[src/rtl/eth_pkg.sv]
// rtl/eth_pkg.sv - shared types and constants for the switch host transmitter
package eth_pkg;

    typedef logic [31:0] word_t;

    // Header words ahead of the payload: DA then SA
    localparam int HDR_WORDS = 2;

    // Switch ingress FIFO word layout: {data[31:0], start, end}
    localparam int FIFO_W         = 34;
    localparam int FIFO_DATA_MSB  = 33;
    localparam int FIFO_DATA_LSB  = 2;
    localparam int FIFO_START_BIT = 1;
    localparam int FIFO_END_BIT   = 0;

    // Depth of the switch ingress FIFO; a whole packet must fit in it
    localparam int SW_FIFO_DEPTH = 32;

    typedef enum logic [2:0] {
        IDLE,
        DA,
        SA,
        PAY,
        CHK,
        GAP
    } tx_state_t;

    function automatic logic [FIFO_W-1:0] fifo_pack(input word_t data, input logic start, input logic last);
        return {data, start, last};
    endfunction

endpackage

[src/rtl/eth_pkt_tx_if.sv]
// rtl/eth_pkt_tx_if.sv - descriptor handshake and switch port framing bundle
interface eth_pkt_tx_if #(
    parameter int LEN_W = 8
);
    import eth_pkg::*;

    // Descriptor handshake
    logic             req_valid;
    logic             req_ready;
    word_t            req_da;
    word_t            req_sa;
    logic [LEN_W-1:0] req_len;
    word_t            req_seed;

    // Switch port framing and backpressure
    logic             port_stall;
    word_t            o_data;
    logic             o_start;
    logic             o_end;

    // Host / switch side: issues descriptors, applies stall, observes words
    modport master (
        output req_valid, req_da, req_sa, req_len, req_seed, port_stall,
        input  req_ready, o_data, o_start, o_end
    );

    // Transmitter side
    modport slave (
        input  req_valid, req_da, req_sa, req_len, req_seed, port_stall,
        output req_ready, o_data, o_start, o_end
    );

endinterface

[src/rtl/eth_xor_acc.sv]
// rtl/eth_xor_acc.sv - clear-on-start XOR checksum accumulator for outgoing words
module eth_xor_acc
    import eth_pkg::*;
(
    input  logic  clk,
    input  logic  rstn,
    input  logic  i_start,
    input  logic  i_en,
    input  word_t i_data,
    output word_t o_sum
);

    word_t r_acc;

    // Start word reseeds the running XOR; later words fold into it
    always_ff @(posedge clk or negedge rstn) begin
        if (!rstn) begin
            r_acc <= '0;
        end else if (i_start) begin
            r_acc <= i_data;
        end else if (i_en) begin
            r_acc <= r_acc ^ i_data;
        end
    end

    // Sum including the word currently on the port
    assign o_sum = i_start ? i_data : (r_acc ^ i_data);

endmodule

[src/rtl/eth_pkt_tx.sv]
// rtl/eth_pkt_tx.sv - packet transmitter for one switch ingress port (optional ETH_PKT_TX_CHKSUM_EN)
module eth_pkt_tx
    import eth_pkg::*;
#(
    parameter int LEN_W   = 8,
    parameter int MAX_LEN = 28,
    parameter int IPG     = 2
) (
    input  logic         clk,
    input  logic         rstn,
    eth_pkt_tx_if.slave  bus,
    output logic         busy,
    output logic [15:0]  pkt_count
);

    localparam int                GAP_W      = (IPG > 1) ? $clog2(IPG) : 1;
    localparam logic [GAP_W-1:0]  GAP_LAST   = GAP_W'((IPG > 0) ? IPG - 1 : 0);
    localparam logic [LEN_W-1:0]  W_MAX_LEN  = LEN_W'(MAX_LEN);
    localparam tx_state_t         POST_STATE = (IPG == 0) ? IDLE : GAP;
`ifdef ETH_PKT_TX_CHKSUM_EN
    localparam bit                CHK_EN     = 1'b1;
`else
    localparam bit                CHK_EN     = 1'b0;
`endif

    // Packets are sent without honouring stall, so the largest one must fit the switch FIFO
    if (HDR_WORDS + MAX_LEN + 1 > SW_FIFO_DEPTH) begin : g_fifo_check
        $error("eth_pkt_tx: MAX_LEN too large for switch FIFO depth");
    end

    tx_state_t        r_state;
    tx_state_t        w_state_nxt;
    word_t            r_data;
    word_t            w_data_nxt;
    logic             r_start;
    logic             w_start_nxt;
    logic             r_end;
    logic             w_end_nxt;
    logic             r_busy;
    logic [15:0]      r_pkt_count;
    word_t            r_sa;
    word_t            w_sa_nxt;
    word_t            r_pay;
    word_t            w_pay_nxt;
    logic [LEN_W-1:0] r_rem;
    logic [LEN_W-1:0] w_rem_nxt;
    logic [GAP_W-1:0] r_gap;
    logic [GAP_W-1:0] w_gap_nxt;
    logic             w_accept;
    logic [LEN_W-1:0] w_len_clamped;

    assign bus.req_ready = rstn && (r_state == IDLE) && !bus.port_stall;
    assign w_accept      = bus.req_valid && bus.req_ready;
    assign w_len_clamped = (bus.req_len > W_MAX_LEN) ? W_MAX_LEN : bus.req_len;

`ifdef ETH_PKT_TX_CHKSUM_EN
    word_t w_sum;

    eth_xor_acc u_xor_acc (
        .clk     (clk),
        .rstn    (rstn),
        .i_start (r_start),
        .i_en    ((r_state == SA) || (r_state == PAY)),
        .i_data  (r_data),
        .o_sum   (w_sum)
    );
`endif

    // State register
    always_ff @(posedge clk or negedge rstn) begin
        if (!rstn) begin
            r_state <= IDLE;
        end else begin
            r_state <= w_state_nxt;
        end
    end

    // Next state plus the port word to present while in that next state
    always_comb begin
        w_state_nxt = r_state;
        w_data_nxt  = '0;
        w_start_nxt = 1'b0;
        w_end_nxt   = 1'b0;
        w_sa_nxt    = r_sa;
        w_pay_nxt   = r_pay;
        w_rem_nxt   = r_rem;
        w_gap_nxt   = r_gap;
        case (r_state)
            IDLE: begin
                if (w_accept) begin
                    w_state_nxt = DA;
                    w_data_nxt  = bus.req_da;
                    w_start_nxt = 1'b1;
                    w_sa_nxt    = bus.req_sa;
                    w_pay_nxt   = bus.req_seed;
                    w_rem_nxt   = w_len_clamped;
                end
            end
            DA: begin
                w_state_nxt = SA;
                w_data_nxt  = r_sa;
                w_end_nxt   = (r_rem == '0) && !CHK_EN;
            end
            SA, PAY: begin
                if (r_rem != '0) begin
                    w_state_nxt = PAY;
                    w_data_nxt  = r_pay;
                    w_pay_nxt   = r_pay + 32'd1;
                    w_rem_nxt   = r_rem - 1'b1;
                    w_end_nxt   = (r_rem == LEN_W'(1)) && !CHK_EN;
                end else begin
`ifdef ETH_PKT_TX_CHKSUM_EN
                    w_state_nxt = CHK;
                    w_data_nxt  = w_sum;
                    w_end_nxt   = 1'b1;
`else
                    w_state_nxt = POST_STATE;
                    w_gap_nxt   = '0;
`endif
                end
            end
            CHK: begin
                w_state_nxt = POST_STATE;
                w_gap_nxt   = '0;
            end
            GAP: begin
                if (r_gap == GAP_LAST) begin
                    w_state_nxt = IDLE;
                end else begin
                    w_gap_nxt = r_gap + 1'b1;
                end
            end
            default: begin
                w_state_nxt = IDLE;
            end
        endcase
    end

    // Registered port outputs, descriptor latches and counters
    always_ff @(posedge clk or negedge rstn) begin
        if (!rstn) begin
            r_data      <= '0;
            r_start     <= 1'b0;
            r_end       <= 1'b0;
            r_busy      <= 1'b0;
            r_pkt_count <= '0;
            r_sa        <= '0;
            r_pay       <= '0;
            r_rem       <= '0;
            r_gap       <= '0;
        end else begin
            r_data      <= w_data_nxt;
            r_start     <= w_start_nxt;
            r_end       <= w_end_nxt;
            r_busy      <= (w_state_nxt != IDLE);
            r_pkt_count <= r_pkt_count + 16'(w_end_nxt);
            r_sa        <= w_sa_nxt;
            r_pay       <= w_pay_nxt;
            r_rem       <= w_rem_nxt;
            r_gap       <= w_gap_nxt;
        end
    end

    assign bus.o_data  = r_data;
    assign bus.o_start = r_start;
    assign bus.o_end   = r_end;
    assign busy        = r_busy;
    assign pkt_count   = r_pkt_count;

endmodule

[src/flat_wrapper.sv]
// flat-port wrapper written by rule: the top's interface ports become plain ports
module eth_pkt_tx_flat import eth_pkg::*;
#(
    parameter int LEN_W   = 8,
    parameter int MAX_LEN = 28,
    parameter int IPG     = 2
)
  (clk, rstn, busy, pkt_count, bus_req_valid, bus_req_da, bus_req_sa, bus_req_len, bus_req_seed, bus_port_stall, bus_req_ready, bus_o_data, bus_o_start, bus_o_end);
  eth_pkt_tx_if #(.LEN_W(LEN_W)) bus_i ();
  input  logic clk;
  input  logic rstn;
  output logic busy;
  output logic [15:0] pkt_count;
  input wire logic [$bits(bus_i.req_valid)-1:0] bus_req_valid;
  input wire logic [$bits(bus_i.req_da)-1:0] bus_req_da;
  input wire logic [$bits(bus_i.req_sa)-1:0] bus_req_sa;
  input wire logic [$bits(bus_i.req_len)-1:0] bus_req_len;
  input wire logic [$bits(bus_i.req_seed)-1:0] bus_req_seed;
  input wire logic [$bits(bus_i.port_stall)-1:0] bus_port_stall;
  output wire logic [$bits(bus_i.req_ready)-1:0] bus_req_ready;
  output wire logic [$bits(bus_i.o_data)-1:0] bus_o_data;
  output wire logic [$bits(bus_i.o_start)-1:0] bus_o_start;
  output wire logic [$bits(bus_i.o_end)-1:0] bus_o_end;
  assign bus_i.req_valid = bus_req_valid;
  assign bus_i.req_da = bus_req_da;
  assign bus_i.req_sa = bus_req_sa;
  assign bus_i.req_len = bus_req_len;
  assign bus_i.req_seed = bus_req_seed;
  assign bus_i.port_stall = bus_port_stall;
  assign bus_req_ready = bus_i.req_ready;
  assign bus_o_data = bus_i.o_data;
  assign bus_o_start = bus_i.o_start;
  assign bus_o_end = bus_i.o_end;
  eth_pkt_tx #(.LEN_W(LEN_W), .MAX_LEN(MAX_LEN), .IPG(IPG)) u_core (.clk(clk), .rstn(rstn), .bus(bus_i), .busy(busy), .pkt_count(pkt_count));
endmodule
[config.mk]
export PLATFORM = sky130hd
export DESIGN_NAME = eth_pkt_tx_flat
export DESIGN_NICKNAME = d
export VERILOG_FILES = /design/src/rtl/eth_pkg.sv /design/src/rtl/eth_pkt_tx_if.sv /design/src/rtl/eth_xor_acc.sv /design/src/rtl/eth_pkt_tx.sv /design/src/flat_wrapper.sv
export SDC_FILE = /design/constraint.sdc
export NUM_CORES = 1
export LEC_CHECK = 0
export CAP_MARGIN = 40
export CORE_ASPECT_RATIO = 1.75
export CORE_UTILIZATION = 50
export CTS_CLUSTER_DIAMETER = 120
export DETAILED_ROUTE_END_ITERATION = 7
export DONT_BUFFER_PORTS = 1
export PLACE_DENSITY = 0.77
export SLEW_MARGIN = 20
export SYNTH_ARGS = -nofsm -noshare
export SYNTH_HDL_FRONTEND = slang
export SYNTH_SLANG_ARGS = --single-unit
[constraint.sdc]
create_clock -name clk -period 3 [get_ports clk]
set_input_delay 0.15 -clock clk [delete_from_list [all_inputs] [get_ports clk]]
set_output_delay 0.15 -clock clk [all_outputs]
set_load 0.02 [all_outputs]
---- Word level (Yosys, flattened, before mapping) ----
Cells that the tools add are included.
word-level totals
  register bits after elaboration ......... 127
  bits of input ports ..................... 108
  output and inout bits ................... 52
  logic and storage cells ................. 59
cells by class
  add/subtract/negate cells ............... 4
  order comparisons ....................... 1
  equal/unequal tests ..................... 9
  muxes and demuxes ....................... 21
  reductions and logical operators ........ 14
operator list
  kind                   count
  $mux 32                4
  $pmux 32 s3            1
  $pmux 32 s2            1
  $add 32x1->32 const B  1
  $mux 8                 3
  $add 16x1->16          1
  $pmux 8 s2             1
  $pmux 3 s5             1
  $mux 3                 3
  $eq 8x1->1 const B     1
  $gt 8x5->1 const B     1
  $logic_not 8->1        1
  $reduce_bool 8->1      1
  $sub 8x1->8 const B    1
  $eq 3x2->1 const B     2
  $eq 3x3->1 const B     2
  $reduce_bool 3->1      2
  $mux 1                 5
  $ne 2x1->1 const B     2
  $reduce_and 2->1       2
  $eq 3x1->1 const B     1
  $logic_and 1x1->1      3
  $logic_not 3->1        1
  $pmux 1 s3             1
  7 further kinds        7

---- Depth between registers and ports, before layout ----
Gate-level depths: netlist of run 1.
  depth in word-level cells ............... 7
  depth in mapped cells ................... 12
  gate-level depth less buffers ........... 11

---- Worst setup path before layout of run 1 ----
OpenSTA, ideal clock, no wires.
  path kind ............................... reg2reg
  start ................................... reg u_core.r_state[1]
  end ..................................... reg u_core.r_pkt_count[10], in the netlist u_core.pkt_count[10]
  library setup time ...................... 0.129 ns
  arrival ................................. 2.473 ns
  setup slack ............................. 0.398 ns
  stages on the path, launching flop included .. 12
  path buffers ............................ 2
  clock period less this slack ............ 2.602 ns
  cell sequence ........................... dfrtp_1 -> nor2b_1 -> clkbuf_1 -> nor2b_1 -> clkbuf_1 -> a21oi_1 -> nor4b_1 -> ha_1 -> ha_1 -> and3_1 -> nand4_1 -> xnor2_1
on the way
  longest elaborated chain between the ends .. 4
  elaborated cells on any way between the ends .. 6
  those cells by class .................... add/sub: 1; eq/ne: 3; mux: 1; reduce/logical: 1
RTL lines
  item                        RTL line           text
  start, declared             eth_pkt_tx.sv:31   tx_state_t r_state;
  start signal, assigned      eth_pkt_tx.sv:74   r_state <= w_state_nxt;
  $eq 3x2->1                  eth_pkt_tx.sv:88   case (r_state)
  $reduce_or 2->1             eth_pkt_tx.sv:88
  $pmux 1 s2 (*)              eth_pkt_tx.sv:88
  named net u_core.w_end_nxt  eth_pkt_tx.sv:38   logic w_end_nxt;
  $add 16x1->16 (*)           eth_pkt_tx.sv:156  r_pkt_count <= r_pkt_count + 16'(w_end_nxt);
  end signal, assigned        eth_pkt_tx.sv:156
  end, declared               eth_pkt_tx.sv:40   logic [15:0] r_pkt_count;
Mark *: on every way through the listed nets, which the timed path passes. The rest lies on a longest branch.
A chain may end at the register's enable or synchronous reset.

---- Worst setup path after layout of run 1 ----
Ends and elaborated chain as after synthesis.

==> impl_metrics.toml, run 1 <==
[cts]
clk_path_buf_depth = 2
htreeDepth = 4
cts_sinks = 127
numCtsBuffers = 17
root_buffer = "clkbuf_16"
post_cts_buffers = 0
clock_latency_ns = 0.42
clkTransAtPathRegs_ns = 0.06
cts_resized = 0
cts_tree = "built"
cts_hold_buf = 95

[placement]
hpwl_mm = 12.0
place_area_mm2 = 0.00617
gp_congestion = 0.896
dp_slack_ns = 0.353
portBuffers = 0

[global_routing]
antenna_found_initial = 0
grt_use_total_pct = 31.4
grt_pass1_vias = 5789
grt_first_pass_wirelength_mm = 30.1
grt-ovfl-total = 0
grt_max_degree = 129

[synthesis]
avgSynthCellArea_um2 = 8.95
yosysTopAreaCell = "dfrtp_1"
ys_seq_area_share_pct = 52.8
ys_ff_latch = 127
ys_warn_count = 0
synth_cells = 672
synth-xor-area-share_pct = 2.47
yosysTopAreaCellShare_pct = 52.8
synth-compound-area-share_pct = 16.7
muxShareOfSynthArea_pct = 0
synth-simple-area-share_pct = 23.9
synth_fa_ha_area_share_pct = 1.04
netlist_top_cells_area = "dfrtp_1 (53%), nand2_1 (11%), a22oi_1 (4.6%), a21oi_1 (4.0%), nand3_1 (2.9%)"
synth_top_family_by_area = "simple AND/OR/NAND/NOR gates"
async_reset_ff_share_pct = 100
ys.flop_type = "dfrtp_1"
synth_nets = 785
synth_area_mm2 = 0.00602
synth_edf_count = 0
synth_cell_types = 51

[cells_and_area]
design_area_mm2 = 0.00769
layout-drive-gt1-share_pct = 7.24
multi_input_area_mm2 = 0.00267
fillCellCount = 904
diodes = 0
final_core_util_pct = 66.1
area_growth_syn_to_layout_pct = 27.9
fin_nets = 875
regArea_mm2 = 0.00318

[worst_setup_path]
critPathBufInv = 0
start_kind = "flip-flop"
critPathMaxFanout = 7
slowest_stage = "nor4b_1"
crit_family = "simple AND/OR/NAND/NOR gates"
crit_chain = "nor2b_1 -> nor2b_1 -> a21oi_1 -> nor4b_1 -> ha_1 -> ha_1 -> and3_1 -> nand4_1 -> xnor2_1"
critPathLaunch = "u_core.r_state[1]"
cp.required_ns = 3.30
reg2reg_from = "u_core.r_state[1]"
end_kind = "flip-flop"
critPathMaxStageDelay_ns = 0.50
setup.worst_path.class = "flip-flop to flip-flop"
arrival_ns = 3.01

[sta]
setup_violations = 0
hold_violations = 127
fin_ws_ns = 0.285
fin_crit_ns = 2.72
tightest_slew_ns = 0.615
holdWs_ns = -0.572
relSlewSlack_pct = 58.4
post-route-period-util_pct = 90.5
fin_setup_tns_ns = 0
slew_violations = 0
fmax_mhz = 368
skew_ns = 0.0120
rsz0062_at_grt = "no"

[floorplan]
fp.dieW_um = 84.9
initial_core_util_pct = 51.7
core_area_mm2 = 0.0116
io_pins = 160
die_y_um = 147
die_area_mm2 = 0.0125
num_rows = 52

[worst_hold_path]
hold_class = "primary input to async pin"

[route]
drt_iter0_markers = 681
drt_wl_total_mm = 18.9
via_per_inst = 6.32
num_vias = 5746
drcViolationCount = 11
final_antenna_net_count = 0
wl_per_cell_um = 20.8
drtPass1Iterations = 8

[power]
leakage_nw = 3.44
powerDensity_mw_per_mm2 = 500
total_power_mw = 3.84
ir_worst_vdd_mv = 0.422

[outcome]
status = "finished, violations left"
violations = "DRC, hold timing"

[job]
max_cap_violations = 0
## state kept, by name, summed over array words and instances, names as in the netlist
register,cells
u_core.r_pay,32
u_core.bus.o_start,1
u_core.r_state,3
u_core.r_gap,1
u_core.busy,1
u_core.r_sa,32
u_core.bus.o_end,1
u_core.r_rem,8
u_core.pkt_count,16
u_core.bus.o_data,32
## synth_stat cells, drive strengths merged (5+ instances only)
cell / number
nand2: 182
dfrtp: 127
a21oi: 48
a22oi: 37
nor2: 37
nand3: 35
clkbuf: 34
o21ai: 23
nand4: 12
nor3: 12
xnor2: 12
o22ai: 11
a31oi: 8
buf: 8
and3: 7
inv: 6
or3: 6
a311oi: 5
ha: 5
nor2b: 5
nor4: 5
or4: 5
xor2: 5
## logic make-up after synthesis
logic type | after synthesis
DFF | 127
xor gates and xnor gates | 17
buffers and inverters | 48
AOI/OAI and AO/OA | 156
adders and majority gates | 5
and+or+nand+nor | 319
## per-stage QoR
| stage | cells | hold WS (ns) |
|---|---|---|
| after floorplan | 672 | -0.146 |
| after global placement | 783 | -0.142 |
| after detailed placement | 783 | -0.142 |
| after CTS | 909 | -0.593 |
| after global routing | 909 | -0.590 |
| final | 909 | -0.572 |
## layout make-up
| type | count | share of cell area (%) |
|---|---|---|
| clock buffers | 18 | 5.58 |
| well taps | 135 | 2.20 |
| multi-input cells | 497 | 34.7 |
| clock inverters | 13 | 1.85 |
| inverters | 6 | 0.293 |
| flip-flops and latches | 127 | 41.3 |
| repair buffers | 113 | 14.1 |
## final timing paths
path	slack [ns]	depth (start not counted)	to
min in group clk	0.01	2	u_core.r_pay[15]
max in group asynchronous	3.41	0	u_core.busy
worst min register to register	0.48	2	u_core.r_sa[31]
worst max register to register	0.28	9	u_core.pkt_count[10]
worst max-delay path	0.28	9	u_core.pkt_count[10]
worst min-delay path	-0.57	0	u_core.r_pay[3]
## routing by layer
layer | track usage [%] | part of all wire (%) | vias up
met2 | 53.7 | 52 | 317
met1 | 36.5 | 37 | 2798
met3 | 6.69 | 6.9 | 68
met5 | 0 | 0 | -
li1 | - | - | 2563
met4 | 17.5 | 4.7 | 0
## cell usage in the layout (no fill, tap or decap), types with 3 or more instances in the layout
cell type and instances:
nor2_1 37, a311oi_1 5, inv_1 5, xor2_1 5
clkinv_2 3, xnor2_1 12, o211ai_1 3, nor4_1 5
nand4_1 10, o22a_1 3, clkinv_4 5, clkbuf_16 17
or3_1 6, and3_1 7, dlygate4sd3_1 95, a21oi_1 47
a31oi_1 8, dfrtp_1 127, nor3_1 12, a22oi_1 37
buf_4 18, ha_1 5, nand3_1 35, nor2b_1 4
and4_1 3, o21ai_0 23, nand2_1 182, or4_1 4
o22ai_1 11, o311ai_0 3
## report_power, final
group          total (mW)  internal [mW]  switching (mW)
Sequential           1.71           1.71               0
Combinational       0.111         0.0848          0.0261
Clock                2.02           1.22           0.800
(Power assumes the default switching activity.)
==> run 2, diff against run 1 <==
--- a/config.mk
+++ b/config.mk
@@ -15,4 +15,5 @@
 export SLEW_MARGIN = 20
 export SYNTH_ARGS = -nofsm -noshare
 export SYNTH_HDL_FRONTEND = slang
+export SYNTH_HIERARCHICAL = 1
 export SYNTH_SLANG_ARGS = --single-unit
==> run 2 against run 1 <==
  * The flow finishes with violations (hold timing)
  * Register-to-register slack gained 0.22 ns
  * Clock-buffer cell count is 1 higher
  * Combinational power rose to 17 times the previous value
  * Critical path depth shrank 1
  * Final area down 0.94%
  * Clock skew fell by 0.0033 ns
  * Critical endpoint is now u_core/r_pay[28]
  * Largest cell class unchanged
==> impl_metrics.toml, run 2 <==
[cells_and_area]
area_growth_syn_to_layout_pct = 26.4
fillCellCount = 876
final_core_util_pct = 65.4
fin_nets = 820
design_area_mm2 = 0.00762
final_common_cell = "nand2_1"
mostFrequentLayoutCells = "nand2_1 (132), dfrtp_1 (127), dlygate4sd3_1 (87)"
layout-drive-gt1-share_pct = 9.17

[worst_setup_path]
regToRegSetupSlack_ns = 0.50
critPathLaunch = "u_core/r_rem[0]"
ff2ff_path_depth = 8
reg2reg_from = "u_core/r_rem[0]"
critPathMaxFanout = 20
critPathCapture = "u_core/r_pay[28]"
setup.worst_path.class = "flip-flop to flip-flop"
arrival_ns = 2.78
cp.required_ns = 3.28
start_kind = "flip-flop"
worst_r2r_endpoint = "u_core/r_pay[28]"
end_kind = "flip-flop"

[power]
leakage_nw = 3.43
powerDensity_mw_per_mm2 = 939
ir_worst_vdd_mv = 0.582
total_power_mw = 7.15

[floorplan]
initial_core_util_pct = 51.8
io_pins = 160
die_y_um = 147
core_area_mm2 = 0.0116
num_rows = 52
die_area_mm2 = 0.0125
fp.dieW_um = 85.0

[synthesis]
ys_seq_area_share_pct = 52.7
synth_edf_count = 0
avgSynthCellArea_um2 = 9.62
yosysTopAreaCell = "dfrtp_1"
ys_warn_count = 6
ys_ff_latch = 127
synth_area_mm2 = 0.00603
synth_cells = 627
yosysMostFrequentCell = "nand2_1"
synth_cell_types = 66
netlist_top_cells_area = "dfrtp_1 (53%), nand2_1 (8.2%), a222oi_1 (5.3%), a21oi_1 (3.2%), nor2_1 (2.7%)"
yosys-top-cells-count = "nand2_1 (132), dfrtp_1 (127), nor2_1 (44)"
async_reset_ff_share_pct = 100
ys.flop_type = "dfrtp_1"
synth_nets = 740
yosysTopAreaCellShare_pct = 52.7

[global_routing]
antenna_found_initial = 1
grt_first_pass_wirelength_mm = 27.6
grt_pass1_vias = 5617
grt_use_total_pct = 28.5
grt-ovfl-total = 0
grt_max_degree = 129

[route]
final_antenna_net_count = 0
via_per_inst = 6.39
num_vias = 5470
drt_wl_total_mm = 17.6
drtPass1Iterations = 8
drt_iter0_markers = 554
wl_per_cell_um = 20.6
drcViolationCount = 0

[sta]
fin_ws_ns = 0.502
holdWs_ns = -0.565
tightest_slew_ns = 0.611
post-route-period-util_pct = 83.3
fin_setup_tns_ns = 0
slew_violations = 0
skew_ns = 0.00869
relSlewSlack_pct = 59.0
fin_crit_ns = 2.50
setup_violations = 0
fmax_mhz = 400
rsz0062_at_grt = "no"
hold_violations = 127

[placement]
dp_slack_ns = 0.534
hpwl_mm = 11.4
portBuffers = 0
place_area_mm2 = 0.00614
gp_congestion = 0.852

[cts]
clock_latency_ns = 0.41
htreeDepth = 4
cts_hold_buf = 87
numCtsBuffers = 17
post_cts_buffers = 0
cts_resized = 0
cts_tree = "built"
root_buffer = "clkbuf_16"
clkTransAtPathRegs_ns = 0.06
cts_sinks = 127
clk_path_buf_depth = 2

[job]
max_cap_violations = 0

[worst_hold_path]
hold_class = "primary input to async pin"

[outcome]
violations = "hold timing"
status = "finished, violations left"
==> run 2: worst max-delay path: stages, from the launching register on <==
cell and delay [ns]:
dfrtp_1 0.41, inv_1 0.12, ha_1 0.28, or4b_4 0.52, o21ai_4 0.22, nand2_2 0.29, buf_4 0.32, a21oi_1 0.15
a31oi_1 0.05
==> run 2: cells by family (layout without fill, tap and decap cells) <==
group	Yosys count	in the layout	synth area share [%]
buffers and inverters	62	155	4.46
AO/OA/AOI/OAI	157	157	19.0
AND/OR/NAND/NOR	259	259	20.3
flip-flops	127	127	52.7
XOR/XNOR	15	15	2.18
multiplexers	2	2	0.332
other	0	1	0
adder cells (fa/ha/maj)	5	5	1.04
==> run 2: final cells by class <==
| type | instances | area [um2] | share of cell area (%) |
|---|---|---|---|
| sequential | 127 | 3180 | 41.7 |
| clock buffer | 19 | 443 | 5.81 |
| inverter | 21 | 78.8 | 1.03 |
| tap | 135 | 169 | 2.22 |
| antenna | 1 | 2.50 | 0.0328 |
| timing repair buffer | 102 | 983 | 12.9 |
| clock inverter | 13 | 163 | 2.13 |
| multi-input combinational | 438 | 2610 | 34.2 |
==> run 2: worst min-delay path by stage <==
stage | from | to | slack, ns
5_1_grt | rstn | u_core/bus.o_data[28] | -0.57
3_5_place_dp | rstn | u_core/bus.o_start | -0.14
2_1_floorplan | rstn | u_core/bus.o_data[0] | -0.15
4_1_cts | rstn | u_core/r_pay[7] | -0.57
6_report | rstn | u_core/bus.o_start | -0.57
3_3_place_gp | rstn | u_core/bus.o_start | -0.14
==> run 2: stage by stage <==
stage,cells,hold slack [ns]
floorplan,627,-0.146
global placement,736,-0.140
detailed placement,736,-0.140
CTS,855,-0.571
global route,856,-0.573
finish,856,-0.565
==> run 2: report_power, final <==
part           internal (mW)  total, mW  switching (mW)
sequential              2.31       3.19           0.879
combinational          0.865       1.86            1.00
clock                   1.33       2.10           0.768
==> run 2: per-layer routing <==
metal  up-vias  wire (um)  GRT usage [%]
met5         -          0              0
met4         0        719           15.6
met3        50       1180           5.84
met2       281       9340           49.3
met1      2705       6380           32.5
li1       2434          -              -
